## config.mk

```make
export PLATFORM = sky130hd
export DESIGN_NAME = thirty_two_bit_program_counter
export DESIGN_NICKNAME = d
export VERILOG_FILES = /design/src/rtl/pc_pkg.sv /design/src/rtl/thirty_two_bit_program_counter.sv
export SDC_FILE = /design/constraint.sdc
export NUM_CORES = 1
export LEC_CHECK = 0
export BUFFER_PORTS_ARGS = -buffer_cell sky130_fd_sc_hd__buf_2
export CAP_MARGIN = 20
export CORE_AREA = 2 2 39 41
export CTS_BUF_LIST = sky130_fd_sc_hd__clkbuf_16
export DETAILED_ROUTE_END_ITERATION = 12
export DIE_AREA = 0 0 41 43
export HOLD_SLACK_MARGIN = 0.06
export PLACE_DENSITY = 0.48
export SETUP_SLACK_MARGIN = 0.4
export SLEW_MARGIN = 25
export SYNTH_ARGS = -nofsm -noshare
export SYNTH_HDL_FRONTEND = slang
export SYNTH_SLANG_ARGS = --single-unit
```

## constraint.sdc

```tcl
create_clock -name clk -period 0.8 [get_ports clk]
set_input_delay 0.16 -clock clk [delete_from_list [all_inputs] [get_ports clk]]
set_output_delay 0.16 -clock clk [all_outputs]
set_load 0.005 [all_outputs]
```

## src/rtl/pc_pkg.sv

```systemverilog
// Shared program-counter definitions for the LEGv8 datapath.
// The address type is reused by the instruction memory and the next-PC adder.
package pc_pkg;
    localparam int ADDR_W_DEF     = 8;
    localparam int RESET_ADDR_DEF = 0;

    typedef logic [ADDR_W_DEF-1:0] pc_addr_t;
endpackage

```

## src/rtl/thirty_two_bit_program_counter.sv

```systemverilog
// LEGv8 program-counter register.
// Loads address_counter every rising edge and presents it on address one
// cycle later. Synchronous active-high reset forces RESET_ADDR, which is
// truncated to its ADDR_W LSBs.
// Optional macro PC_XCHECK_EN: simulation aid that reports X/Z on
// address_counter or reset at an edge and holds the previous address.
module thirty_two_bit_program_counter
    import pc_pkg::*;
#(
    parameter int          ADDR_W     = ADDR_W_DEF,
    parameter int unsigned RESET_ADDR = RESET_ADDR_DEF
) (
    input  logic              clk,
    input  logic              reset,
    input  logic [ADDR_W-1:0] address_counter,
    output logic [ADDR_W-1:0] address
);

    localparam logic [ADDR_W-1:0] RST_VAL = ADDR_W'(RESET_ADDR);

    logic [ADDR_W-1:0] address_d;
    logic [ADDR_W-1:0] address_q;

    // Next PC: load upstream value unchanged (hold on unknowns when checking)
    always_comb begin
        address_d = address_counter;
`ifdef PC_XCHECK_EN
        // An X reset falls through to the load path, so hold there too.
        if ($isunknown(reset) || $isunknown(address_counter))
            address_d = address_q;
`endif
    end

    // PC register with synchronous reset; reset has priority over the load
    always_ff @(posedge clk) begin
        if (reset)
            address_q <= RST_VAL;
        else
            address_q <= address_d;
    end

`ifdef PC_XCHECK_EN
    // Report unknown control or address bits seen at an edge
    always @(posedge clk) begin
        if ($isunknown(reset))
            $error("%0t: PC reset is X/Z, address held", $time);
        else if (!reset && $isunknown(address_counter))
            $error("%0t: PC address_counter is X/Z (%h), address held",
                   $time, address_counter);
    end
`endif

    assign address = address_q;

endmodule

```

==> results.tsv, run 1 <==
metric	value	unit
status	finished with violations	
failed_checks	setup timing	
worstMarginPinSlew	0.138	ns
ir_worst_vdd	0.782	mV
grt_start_max_net_pins	9	
synth_area	210	um^2
max_freq	1240	MHz
cp_cell_sequence	buf_2	
flip_flop_count_of_the_largest_register_after_layout	8	
tritoncts	done	
ios	18	
hold_path_class	input pin to register	
grt_setup_unrepaired	true	
cts_buffers	3	
grt_use_met2	8.44	%
num_vias	164	
firstDrtPassIters	1	
timing_worst_setup_path_type	register to output port	
final-instance-count-excl-fill	52	
timing.critical_path.buf_inv	1	
yosys.cell_types.count	2	
dieHeight	43	um
synth_top_family_by_area	simple AND/OR/NAND/NOR gates	
final.period_utilization	101	%
worstSetupStartpoint	address[0]	
die_w	41	um
grt_usage	7.06	%
postSynthCellCount	16	
grt.overflow.total	0	
diodes	0	
setup.worst_path.end_class	output port	
synth_compound_area_share	0	%
timing_max_transition_violations_final	0	
holdPathStages	2	
critical-path-top-delay-family	flip-flops	
final_antenna_net_count	0	
cts.repair_timing.setup_buffer_count	0	
fin_crit	0.809	ns
gpl.final_weighted_congestion	0.615	
floorplan.initialDensity	15.2	%
source_of_the_worst_hold_timing_path	address_counter[4]	
cp_slowest_cell	dfxtp_2	
finalNetCount	48	
io_buffer_count	17	
viasPerCell	3.15	
endpoint	address[0]	
worst-path-max-fanout	1	
syn-num-nets	26	
grt_pass1_vias	171	
final_critical_path_setup_slack	-0.00931	ns
clock_tree.buffer_depth	2	
fp-row-count	14	
synth-simple-area-share	23.8	%
clk_root_buffer_cell	clkbuf_16	
setup.worst_path.start_class	register	
cap_viol_max_count	0	
critPathRequiredTime	0.64	ns
synth_xor_xnor_area_share	0	%
placed_cells_incl_taps	49	
leakage	0.202	nW
detail_route.wirelength	456	um
postSynthRegisterBits	8	
finalInstanceArea	425	um^2
routed_wire_length_per_instance	8.77	um
final_number_of_setup_violating_endpoints	2	
dp_worst_setup_slack	0.240	ns
relSlewSlack	90.8	%
p_per_area	3150	nW/um^2
flow.area_growth_from_synthesis	102	%
synth.yosys.seq_area_share	76.2	%
cts.clk_slew.worst_paths	0.04	ns
synth_mux_area_share	0	%
mean_syn_cell_area	13.1	um^2
gr-usage-met1	5.88	%
cts_hold_buf	0	
drive_gt1_share	77.8	%
synth-warning-count	0	
cts_sinks	8	
path_depth	1	
grt.busiest_layer	met4	
htreeDepth	1	
die_area	1760	um^2
antenna_violations_before_repair	0	
post-route-drc-count	0	
finalPower	0.00134	W
first_iter_violations	0	
final_hold_viol_count	0	
fill_cells	149	
grt_pass1_wl	662	um
cp_slowest_stage_delay	0.30	ns
gr-usage-met3	2.09	%
finalCoreUtilization	30.7	%
worstPathArrival	0.65	ns
core_area	1380	um^2
place_area	325	um^2
post_cts_resize_count	0	
post_synth_fa_ha_maj_area_fraction	0	%
[stage by stage]
stage / setup TNS [ns] / hold slack, ns
after floorplan: 0 / 0.224
after global placement: 0 / 0.368
after detailed placement: 0 / 0.372
after CTS: -0.0385 / 0.134
after global routing: -0.104 / 0.144
final: -0.00993 / 0.135
[worst min path at each step]
stage / end
global placement: address[7]
CTS: address[4]
detailed placement: address[4]
floorplan: address[0]
global route: address[3]
finish: address[4]
[where the power goes]
| part | switching, W | internal, W |
|---|---|---|
| registers | 0.00000658 | 0.000427 |
| logic | 0.0000225 | 0.0000501 |
| clock network | 0.000189 | 0.000644 |
| total | 0.000218 | 0.00112 |
[area by class of cell]
type / instances / area (um^2) / share of cell area, %
Clock buffer: 3 / 75.1 / 17.6
Multi-Input combinational cell: 8 / 50.0 / 11.8
Sequential cell: 8 / 170 / 40.0
Tap cell: 16 / 20.0 / 4.71
Timing Repair Buffer: 17 / 110 / 25.9
[synth_stat cells]
cell type | number | area share, %
dfxtp_1 | 8 | 76
nor2b_1 | 8 | 24
[placed cells by master, fill, tap and decap left out, drive strengths merged]
master / instances
clkbuf: 3
nor2b: 8
buf: 17
dfxtp: 8
[logic make-up after synthesis]
logic type and Yosys count:
flip-flops 8, AND/OR/NAND/NOR 8
[routing by layer]
metal,vias up,wire (um)
met5,-,0
met4,0,22
met3,2,35
met2,10,223
met1,63,174
li1,89,-
Power figures use the tool's default switching activity.
==> inputs of run 2 (changes only) <==
clock period = 0.9 ns   (was 0.8 ns; I/O delays follow)
==> results.tsv, run 2 (synthesis results as in run 1) <==
metric	value	unit	change
finalNetCount	48		unchanged
num_vias	175		was 164
ir_worst_vdd	0.614	mV	was 0.782 mV
max_freq	1220	MHz	
routed_wire_length_per_instance	9.17	um	was 8.77 um
detail_route.wirelength	477	um	was 456 um
final-instance-count-excl-fill	52		unchanged
diodes	0		unchanged
grt_setup_unrepaired	true		unchanged
clk_root_buffer_cell	clkbuf_16		unchanged
fin_crit	0.822	ns	
cp_cell_sequence	buf_2		unchanged
grt_pass1_wl	621	um	was 662 um
grt.overflow.total	0		unchanged
status	finished, final reports clean		was finished with violations
dp_worst_setup_slack	0.312	ns	was 0.240 ns
ios	18		unchanged
grt_start_max_net_pins	9		unchanged
dr_wl_met3	91	um	was 35 um
timing_max_transition_violations_final	0		unchanged
cts.clk_slew.worst_paths	0.04	ns	about the same
floorplan.initialDensity	15.2	%	unchanged
p_per_area	2930	nW/um^2	was 3150 nW/um^2
clock_tree.buffer_depth	2		unchanged
hold_path_class	input pin to register		unchanged
htreeDepth	1		unchanged
final.period_utilization	91.3	%	
routedLengthMet1	234	um	was 174 um
cp_slowest_stage_delay	0.30	ns	about the same
cts.repair_timing.setup_buffer_count	0		unchanged
path_depth	1		unchanged
placed_cells_incl_taps	49		unchanged
wl_met2	151	um	was 223 um
final_hold_viol_count	0		unchanged
highest_signal_layer_in_the_routed_design	met3		was met4
post-route-drc-count	0		unchanged
setup.worst_path.start_class	register		unchanged
finalSetupTns	0	ns	was -0.00993 ns
critical-path-top-delay-family	flip-flops		unchanged
cap_viol_max_count	0		unchanged
io_buffer_count	17		unchanged
first_iter_violations	2		was 0
mostFrequentLayoutCell	buf_2		unchanged
timing_worst_setup_path_type	register to output port		unchanged
drive_gt1_share	61.1	%	was 77.8%
cts_sinks	8		unchanged
flow.area_growth_from_synthesis	89.9	%	was 102%
setup.worst_path.end_class	output port		unchanged
leakage	0.197	nW	was 0.202 nW
fin_hold_ws	0.162	ns	was 0.135 ns
layout.cells.most_common_list	buf_2, nor2b_1, dfxtp_1		was buf_2, nor2b_1, dfxtp_2
final_antenna_net_count	0		unchanged
firstDrtPassIters	2		was 1
flip_flop_count_of_the_largest_register_after_layout	8		unchanged
core_area	1380	um^2	unchanged
final_critical_path_setup_slack	0.0779	ns	was -0.00931 ns
viasPerCell	3.37		was 3.15
tritoncts	done		unchanged
cp_slowest_cell	dfxtp_2		unchanged
gpl.final_weighted_congestion	0.631		was 0.615
worstPathArrival	0.64	ns	was 0.65 ns
worst-path-max-fanout	1		unchanged
die_w	41	um	unchanged
critPathRequiredTime	0.72	ns	was 0.64 ns
antenna_violations_before_repair	0		unchanged
dieHeight	43	um	unchanged
grt_pass1_vias	157		was 171
fill_cells	154		was 149
die_area	1760	um^2	unchanged
relSlewSlack	90.2	%	was 90.8%
final_number_of_setup_violating_endpoints	0		was 2
worstMarginPinSlew	0.147	ns	was 0.138 ns
holdPathStages	2		unchanged
grt_usage	6.34	%	was 7.06%
fp-row-count	14		unchanged
cts_buffers	3		unchanged
timing.critical_path.buf_inv	1		unchanged
run 2: cell counts in the layout (fill, tap and decap cells not counted):
No cell type changed its count.
run 2: worst paths after layout:
path,slack [ns],startpoint,end
setup / recovery,0.08,address[0],address[0]
hold / removal,0.16,address_counter[5],address[5]
run 2: layout make-up:
cell class	instances	area (um^2)	share of cell area, %
well taps	16	20.0	5.02
clock buffers	3	75.1	18.8
multi-input cells	8	50.0	12.5
repair buffers	17	91.3	22.9
flip-flops and latches	8	163	40.8
run 2: metrics by stage:
| step | area [um^2] | power [W] | util, % |
|---|---|---|---|
| 4_1_cts | 390 | 0.00119 | 28.2 |
| 3_3_place_gp | 315 | 0.000441 | 22.8 |
| 2_1_floorplan | 210 | 0.000400 | - |
| 5_1_grt | 399 | 0.00121 | 28.8 |
| 6_report | 399 | 0.00117 | 28.8 |
| 3_5_place_dp | 315 | 0.000442 | 22.8 |
run 2: power breakdown:
part / switching (W) / leakage [nW] / internal (W)
Combinational: 0.0000209 / 0.0923 / 0.0000369
Clock: 0.000159 / 0.0370 / 0.000571
Sequential: 0.00000482 / 0.0672 / 0.000377
run 2: routing by layer:
metal | vias to the layer above | GRT usage, %
met1 | 70 | 7.12
met2 | 17 | 5.94
li1 | 88 | -
met5 | - | 0
met3 | 0 | 6.81
met4 | 0 | 6.00
run 2: repair_timing:
item | in CTS | in global routing
setup endpoints to repair | 8 | 8
hold buffers | 0 | 0
gates resized for setup | 0 | 3
==> inputs of run 3 (changes only) <==
ABC_AREA = 1   (was not set)
PLACE_DENSITY = 0.5   (was 0.48)
==> results.tsv, run 3 <==
metric	value	unit	change
status	finished, final reports clean		unchanged
max_freq	1240	MHz	was 1220 MHz
core_area	1380	um^2	unchanged
die_w	41	um	unchanged
final_antenna_net_count	0		unchanged
hold_path_class	input pin to register		unchanged
cap_viol_max_count	0		unchanged
finalInstanceArea	400	um^2	was 399 um^2
cts_sinks	8		unchanged
flow.area_growth_from_synthesis	73.0	%	was 89.9%
wl_met2	186	um	was 151 um
synth_compound_area_share	0	%	unchanged
routed_wire_length_per_instance	6.25	um	was 9.17 um
yosys-top-cells-count	dfxtp_1, inv_1, nor2_1		was dfxtp_1, nor2b_1
tritoncts	done		unchanged
finalNetCount	56		was 48
cts.clk_slew.worst_paths	0.03	ns	was 0.04 ns
setup.worst_path.end_class	output port		unchanged
finalSetupTns	0	ns	unchanged
final.period_utilization	89.5	%	was 91.3%
syn-num-nets	35		was 26
flip_flop_count_of_the_largest_register_after_layout	8		unchanged
cp_cell_sequence	buf_2		unchanged
diodes	0		unchanged
yosys.cell_types.count	4		was 2
synth_area	231	um^2	was 210 um^2
detail_route.wirelength	375	um	was 477 um
io_buffer_count	17		unchanged
firstDrtPassIters	2		unchanged
post-route-drc-count	0		unchanged
dieHeight	43	um	unchanged
postSynthRegisterBits	8		unchanged
dr_wl_met3	60	um	was 91 um
die_area	1760	um^2	unchanged
critPathRequiredTime	0.72	ns	about the same
async_sr_flop_fraction	0	%	unchanged
fin_crit	0.805	ns	was 0.822 ns
grt.overflow.total	0		unchanged
ios	18		unchanged
synth-simple-area-share	13.0	%	was 23.8%
ir_worst_vdd	0.706	mV	was 0.614 mV
gpl.final_weighted_congestion	0.482		was 0.631
post_cts_resize_count	0		unchanged
relSlewSlack	90.6	%	was 90.2%
final_number_of_setup_violating_endpoints	0		unchanged
grt_pass1_vias	153		was 157
grt_start_max_net_pins	9		unchanged
drive_gt1_share	45.5	%	was 61.1%
worstPathArrival	0.63	ns	was 0.64 ns
cts.repair_timing.setup_buffer_count	0		unchanged
grt_pass1_wl	510	um	was 621 um
fp-row-count	14		unchanged
grt_setup_unrepaired	true		unchanged
routedLengthMet1	128	um	was 234 um
setup.worst_path.start_class	register		unchanged
synth.top_cell.area_share	69.2	%	was 76.2%
final_critical_path_setup_slack	0.0947	ns	was 0.0779 ns
synth-edff-count	0		unchanged
viasPerCell	3.22		was 3.37
final_hold_viol_count	0		unchanged
post_synth_fa_ha_maj_area_fraction	0	%	unchanged
synth_top_family_by_area	buffers and inverters		was simple AND/OR/NAND/NOR gates
synth_xor_xnor_area_share	0	%	unchanged
timing_worst_setup_path_type	register to output port		unchanged
postSynth.topFlopCell	dfxtp_1		unchanged
leakage	0.236	nW	was 0.197 nW
first_iter_violations	1		was 2
htreeDepth	1		unchanged
place_area	325	um^2	was 315 um^2
holdPathStages	3		was 2
worstHoldEndpoint	address[4]		was address[5]
dp_worst_setup_slack	0.328	ns	was 0.312 ns
num_vias	193		was 175
cts_buffers	3		unchanged
clk_root_buffer_cell	clkbuf_16		unchanged
mostFrequentLayoutCell	buf_2		unchanged
synth.yosys.seq_area_share	69.2	%	was 76.2%
synth-warning-count	0		unchanged
antenna_violations_before_repair	0		unchanged
timing.critical_path.buf_inv	1		unchanged
grt_usage	5.12	%	was 6.34%
cp_slowest_stage_delay	0.29	ns	was 0.30 ns
synth.area.top_cells	dfxtp_1, inv_1, nor2_1		was dfxtp_1, nor2b_1
postSynthCellCount	25		was 16
worst-path-max-fanout	1		unchanged
synth_mux_area_share	0	%	unchanged
cp_slowest_cell	dfxtp_1		was dfxtp_2
timing_max_transition_violations_final	0		unchanged
p_per_area	2890	nW/um^2	was 2930 nW/um^2
clock_tree.buffer_depth	2		unchanged
highest_signal_layer_in_the_routed_design	met3		unchanged
critical-path-top-delay-family	flip-flops		unchanged
source_of_the_worst_hold_timing_path	address_counter[4]		was address_counter[5]
synth_top_cell_by_area	dfxtp_1		unchanged
floorplan.initialDensity	16.7	%	was 15.2%
post-dp-hpwl	301	um	
layout.cells.most_common_list	buf_2, inv_1, nor2_1, dfxtp_1, clkbuf_16		was buf_2, nor2b_1, dfxtp_1
mean_syn_cell_area	9.26	um^2	was 13.1 um^2
worstMarginPinSlew	0.141	ns	was 0.147 ns
cts_hold_buf	0		unchanged
[run 3: cell types whose count changed in the layout (fill, tap and decap cells not counted)]
cell / change
buf_2: +1
buf_6: -1
dfxtp_1: +2
dfxtp_2: -2
inv_1: +8
nor2_1: +8
nor2b_1: -8
[run 3: repair_timing]
action | CTS | global route
pin swaps | 0 | 0
endpoints found under the setup margin | 8 | 8
cloned | 0 | 0
[run 3: kinds of logic after synthesis]
family / after synthesis
flops: 8
buf+inv: 9
simple gates: 8
[run 3: report_power, final]
| part | total (W) | internal, W | switching (W) |
|---|---|---|---|
| combinational | 0.0000567 | 0.0000320 | 0.0000246 |
| sequential | 0.000379 | 0.000376 | 0.00000320 |
| clock | 0.000721 | 0.000571 | 0.000151 |
[run 3: worst max-delay path by stage]
stage,from,to,slack (ns),cells past startpoint
floorplan,address[0],address[0],0.42,0
global placement,address[1],address[1],0.33,1
detailed placement,address[3],address[3],0.33,1
CTS,address[3],address[3],0.09,1
global route,address[1],address[1],0.07,1
finish,address[3],address[3],0.09,1
[run 3: metrics by stage]
stage	hold WS, ns	power (W)	util (%)	instances
after detailed placement	0.385	0.000443	23.5	57
final	0.155	0.00116	28.9	60
after CTS	0.151	0.00118	28.9	60
after global placement	0.381	0.000442	23.5	57
after floorplan	0.287	0.000410	-	25
after global routing	0.156	0.00121	28.9	60
[run 3: layout make-up]
class | count | area, um^2
repair buffers | 17 | 85.1
flip-flops and latches | 8 | 160
well taps | 16 | 20.0
fillers | 157 | 983
clock buffers | 3 | 75.1
inverters | 8 | 30.0
multi-input cells | 8 | 30.0
[run 3: layer usage]
layer,global-route usage [%],up-vias
met5,0,-
met4,6.00,0
met3,4.71,0
met2,5.94,10
met1,4.50,79
li1,-,104
